==> src/rtl/cpu_pkg.sv <==
// cpu_pkg: state encoding, opcode constants, opcode classes and pc_src/wb_sel encodings
package cpu_pkg;
  typedef enum logic [2:0] {
    S_IDLE   = 3'd0,
    S_FETCH  = 3'd1,
    S_DECODE = 3'd2,
    S_EXEC   = 3'd3,
    S_MEM    = 3'd4,
    S_WB     = 3'd5,
    S_TRAP   = 3'd6
  } state_t;
  typedef enum logic [2:0] {C_NONE, C_ALU, C_LOAD, C_STORE, C_BRANCH, C_JUMP} cls_t;
  localparam logic [6:0] OPC_LOAD   = 7'b0000011;
  localparam logic [6:0] OPC_STORE  = 7'b0100011;
  localparam logic [6:0] OPC_OP_IMM = 7'b0010011;
  localparam logic [6:0] OPC_OP     = 7'b0110011;
  localparam logic [6:0] OPC_BRANCH = 7'b1100011;
  localparam logic [6:0] OPC_JAL    = 7'b1101111;
  localparam logic [6:0] OPC_JALR   = 7'b1100111;
  localparam logic [6:0] OPC_LUI    = 7'b0110111;
  localparam logic [6:0] OPC_AUIPC  = 7'b0010111;
  localparam logic PC_PLUS4  = 1'b0;
  localparam logic PC_TARGET = 1'b1;
  localparam logic [1:0] WB_ALU = 2'd0;
  localparam logic [1:0] WB_MDR = 2'd1;
  localparam logic [1:0] WB_PC4 = 2'd2;
endpackage

==> src/rtl/opcode_classifier.sv <==
// opcode_classifier: maps opcode[6:0] to an instruction class (cls) and a legal flag
module opcode_classifier
  import cpu_pkg::*;
(
  input  logic [6:0] opcode,
  output logic       legal,
  output cls_t       cls
);
  always_comb begin
    case (opcode)
      OPC_LOAD:                              cls = C_LOAD;
      OPC_STORE:                             cls = C_STORE;
      OPC_OP, OPC_OP_IMM, OPC_LUI, OPC_AUIPC: cls = C_ALU;
      OPC_BRANCH:                            cls = C_BRANCH;
      OPC_JAL, OPC_JALR:                     cls = C_JUMP;
      default:                               cls = C_NONE;
    endcase
  end
  assign legal = cls != C_NONE;
endmodule

==> src/rtl/cpu_cycle_sequencer.sv <==
// cpu_cycle_sequencer: multi-cycle control FSM; run/opcode/br_taken/mem_ack in, datapath enables, memory controls, state/busy/trap out
module cpu_cycle_sequencer
  import cpu_pkg::*;
#(
  parameter int MEM_TIMEOUT = 16
) (
  input  logic       clk,
  input  logic       rst,
  input  logic       run,
  input  logic [6:0] opcode,
  input  logic       br_taken,
  input  logic       mem_ack,
  output logic       pc_en,
  output logic       ir_en,
  output logic       opnd_en,
  output logic       alu_en,
  output logic       mdr_en,
  output logic       rf_we,
  output logic       mem_req,
  output logic       mem_we,
  output logic       addr_sel,
  output logic       pc_src,
  output logic [1:0] wb_sel,
  output logic [2:0] state,
  output logic       busy,
  output logic       trap
);
  localparam logic [7:0] LIM = 8'(MEM_TIMEOUT - 1);
  state_t     state_q, state_n, fin;
  cls_t       cls_q, cls_d;
  logic       legal, timeout, waiting;
  logic [7:0] cnt;
  opcode_classifier u_cls (
    .opcode(opcode),
    .legal (legal),
    .cls   (cls_d)
  );
  assign waiting = state_q == S_FETCH || state_q == S_MEM;
  assign timeout = !mem_ack && cnt == LIM;
  assign fin     = run ? S_FETCH : S_IDLE;
  always_ff @(posedge clk) begin
    if (!rst) begin
      state_q <= S_IDLE;
      cls_q   <= C_NONE;
      cnt     <= '0;
    end else begin
      state_q <= state_n;
      if (state_q == S_DECODE) cls_q <= cls_d;
      cnt <= (waiting && state_n == state_q) ? cnt + 8'd1 : '0;
    end
  end
  always_comb begin
    state_n = state_q;
    case (state_q)
      S_IDLE:   state_n = run ? S_FETCH : S_IDLE;
      S_FETCH:  state_n = mem_ack ? S_DECODE : timeout ? S_TRAP : S_FETCH;
      S_DECODE: state_n = legal ? S_EXEC : S_TRAP;
      S_EXEC:   state_n = cls_q == C_BRANCH ? fin : (cls_q == C_LOAD || cls_q == C_STORE) ? S_MEM : S_WB;
      S_MEM:    state_n = mem_ack ? (cls_q == C_LOAD ? S_WB : fin) : timeout ? S_TRAP : S_MEM;
      S_WB:     state_n = fin;
      default:  state_n = S_TRAP;
    endcase
  end
  always_comb begin
    pc_en    = 1'b0;
    ir_en    = 1'b0;
    opnd_en  = 1'b0;
    alu_en   = 1'b0;
    mdr_en   = 1'b0;
    rf_we    = 1'b0;
    mem_req  = 1'b0;
    mem_we   = 1'b0;
    addr_sel = 1'b0;
    pc_src   = PC_PLUS4;
    wb_sel   = WB_ALU;
    case (state_q)
      S_FETCH: begin
        mem_req = 1'b1;
        ir_en   = mem_ack;
      end
      S_DECODE: opnd_en = 1'b1;
      S_EXEC: begin
        alu_en = 1'b1;
        pc_en  = cls_q == C_BRANCH;
        pc_src = cls_q == C_BRANCH ? br_taken : PC_PLUS4;
      end
      S_MEM: begin
        mem_req  = 1'b1;
        addr_sel = 1'b1;
        mem_we   = cls_q == C_STORE;
        mdr_en   = cls_q == C_LOAD && mem_ack;
        pc_en    = cls_q == C_STORE && mem_ack;
      end
      S_WB: begin
        rf_we  = 1'b1;
        pc_en  = 1'b1;
        pc_src = cls_q == C_JUMP ? PC_TARGET : PC_PLUS4;
        wb_sel = cls_q == C_LOAD ? WB_MDR : cls_q == C_JUMP ? WB_PC4 : WB_ALU;
      end
      default: ;
    endcase
  end
  assign state = state_q;
  assign busy  = state_q != S_IDLE && state_q != S_TRAP;
  assign trap  = state_q == S_TRAP;
endmodule

==> config.mk <==
export PLATFORM = sky130hd
export DESIGN_NAME = cpu_cycle_sequencer
export DESIGN_NICKNAME = d
export VERILOG_FILES = /design/src/rtl/cpu_pkg.sv /design/src/rtl/opcode_classifier.sv /design/src/rtl/cpu_cycle_sequencer.sv
export SDC_FILE = /design/constraint.sdc
export NUM_CORES = 1
export LEC_CHECK = 0
export ABC_AREA = 1
export CORE_MARGIN = 4
export CORE_UTILIZATION = 51
export DETAILED_ROUTE_END_ITERATION = 16
export GPL_TIMING_DRIVEN = 0
export PLACE_DENSITY = 0.83
export SYNTH_ARGS = -nofsm -noshare
export SYNTH_HDL_FRONTEND = slang
export SYNTH_HIERARCHICAL = 1
export SYNTH_SLANG_ARGS = --single-unit
==> constraint.sdc <==
create_clock -name clk -period 2.2 [get_ports clk]
set_input_delay 0.44 -clock clk [delete_from_list [all_inputs] [get_ports clk]]
set_output_delay 0.44 -clock clk [all_outputs]
set_load 0.01 [all_outputs]
==> run metrics <==
status=finished clean; # hold bufs at CTS=0; crit path launch=state[2]; HPWL after DPL=2053 um; # fillers=177; RSZ-0062 raised after global routing=no; critical path type=flip-flop to output pin; MaxCap Viol Count=0; DRC Markers=0; Net Count, Synth=170; Worst setup EP type=output pin; Placed Area=1374 um^2; die area=2871 um^2; Worst Tran Pin Value=0.3870 ns; Max IR drop VDD=0.0005175 V; clock skew=0.001027 ns; top-level I/O count=29; Peak Freq=474.6 MHz; gp weighted congestion=0.8424; Synth top area share=0.2645; Placed Instances=212; 1st-iter DRT viols=19; gr ovfl total=0; PortBufs=28; top cells by count, synth=nand2_1, inv_1, nand3_1, nor2_1, dfxtp_1; routed wire length=2443 um; startpoint types=flip-flop; Leak=0.6526 nW; Worst R2R Path Depth=10; CTS max path bufs=2; share of layout cells above drive strength 1=0.2222; Slew Limit Fails=0; routed via count=1076; most common cell in the netlist=nand2_1; first-pass GRT wire length=4043 um; Hold Path Class=flip-flop to flip-flop; final period utilization=0.9577; cts bufs inserted=3; final setup TNS=0 ns; wire per inst=11.31 um; Mapped Avg Cell Area=6.750 um^2; # diodes=0; Pwr Density=539.7 nW/um^2; Clock Sinks=14; Rows=16; critical path fanouts, max=8; Arr. time, crit path=1.67 ns; yosys warns=6; register area share after synthesis=0.2645; RR Endpoint=cnt[3]; GRT Resource Usage Total=0.1916; DP Worst Slack=-0.1533 ns; largest net degree at the start of global routing=9; initial core utilization=0.5402; iteration count of the initial detailed-routing pass=4; Tmin final=2.107 ns; clk slew on worst S/H paths=0.09 ns; core area=1962 um^2; fin nets=203; Post-Syn Area=1060 um^2; ys async rst share=0; vias per std cell=4.981; Synth area leader=dfxtp_1; reg2reg setup slack=0.57 ns; Synth Flop Type=dfxtp_1; #FFs+latches synth=14; Area Overhead vs Synth=34.24%; largest cells by area after synthesis=dfxtp_1, nand2_1, nand3_1, nor2_2, inv_1; final core area utilization=0.7251; final hold vios=0; Max transition margin=0.7415; synth unique cells=29; Clock Tree Root=clkbuf_4; Post-CTS Setup Inserts=0; Post-synth EDFFs=0; H-tree depth=1; CTS tree=yes; die height=53.59 um; final setup vio count=0; initial antenna violation count=0; cell count after synthesis=157; worst reg2reg path startpoint=cnt[0]; vias in the first global route=994; post-route ant nets=0; CP Data Required Time=1.76 ns; Finished Layout Cells=216; Setup crit end=ir_en; Die X=53.59 um; worst setup margin=0.09297 ns; Design Area, Final=1423 um^2; Clock Latency Late Sink=0.29 ns
[power breakdown]
part | switching [mW] | leakage (nW) | internal, mW
Clock | 0.0909 | 0.0210 | 0.101
Combinational | 0.169 | 0.518 | 0.123
Sequential | 0.0143 | 0.114 | 0.270
[placed cells by master (no fill, tap or decap), types with 3 or more instances in the layout]
cell	instances
nand3_1	17
nor2_2	13
a21oi_1	4
nor3_1	3
xor2_1	3
clkdlybuf4s50_1	22
nand2_2	4
nor2_1	17
clkbuf_4	3
dfxtp_1	13
inv_2	4
inv_4	3
nand2_4	3
inv_1	19
dlygate4sd2_1	5
o21ai_0	4
xnor2_1	3
nand2_1	28
[how the worst min path moves through the flow]
stage | startpoint | endpoint | cells past startpoint
2_1_floorplan | cnt[0] | cnt[0] | 1
3_3_place_gp | cnt[0] | cnt[0] | 1
3_5_place_dp | cnt[0] | cnt[0] | 1
4_1_cts | cnt[0] | cnt[0] | 1
5_1_grt | cnt[0] | cnt[0] | 1
6_report | cnt[0] | cnt[0] | 1
[sequential cells by signal, summed over array words and instances, names as in the netlist]
name and count:
state 3, cls_q 3, cnt 8
[cells by family (layout without fill, tap and decap cells)]
group                    Yosys count  count (layout)  synth area share
flip-flops                        14              14            0.2645
buffers and inverters             29              61            0.1251
adder cells (fa/ha/maj)            1               1           0.01180
AND/OR/NAND/NOR                   95              95            0.4888
XOR/XNOR                           6               6           0.04960
AO/OA/AOI/OAI                     12              12           0.06022
[layout make-up]
type	count	area, um^2	share of cell area
multi-input cells	114	661.9	0.4653
plain buffers	2	22.52	0.01583
inverters	27	110.1	0.07740
flip-flops and latches	14	281.5	0.1979
clock buffers	4	36.28	0.02551
repair buffers	28	276.5	0.1944
well taps	27	33.78	0.02375
[critical path: stages (launching register included)]
cell and delay [ns]:
dfxtp_1 0.33, buf_6 0.16, inv_4 0.09, nand3_4 0.11, nor2_1 0.14, clkdlybuf4s50_1 0.56
[routing by layer]
metal,GRT usage,vias to the layer above,routed length (um)
met4,0.05106,0,40
met2,0.3816,26,1306
li1,-,556,-
met1,0.2071,490,1001
met3,0.02493,4,94
met5,0,-,0
[per-stage QoR]
step / power (mW) / hold WS, ns
floorplan: 0.4743 / 0.4279
CTS: 0.7702 / 0.4658
global placement: 0.5699 / 0.4384
detailed placement: 0.5810 / 0.4436
global route: 0.8057 / 0.4923
finish: 0.7677 / 0.4634
[timing repair]
action | CTS | global route
endpoints found under the setup margin | 5 | 4
endpoints found under the hold margin | 0 | 0
gates resized for setup | 6 | 3
Power figures use the tool's default switching activity.
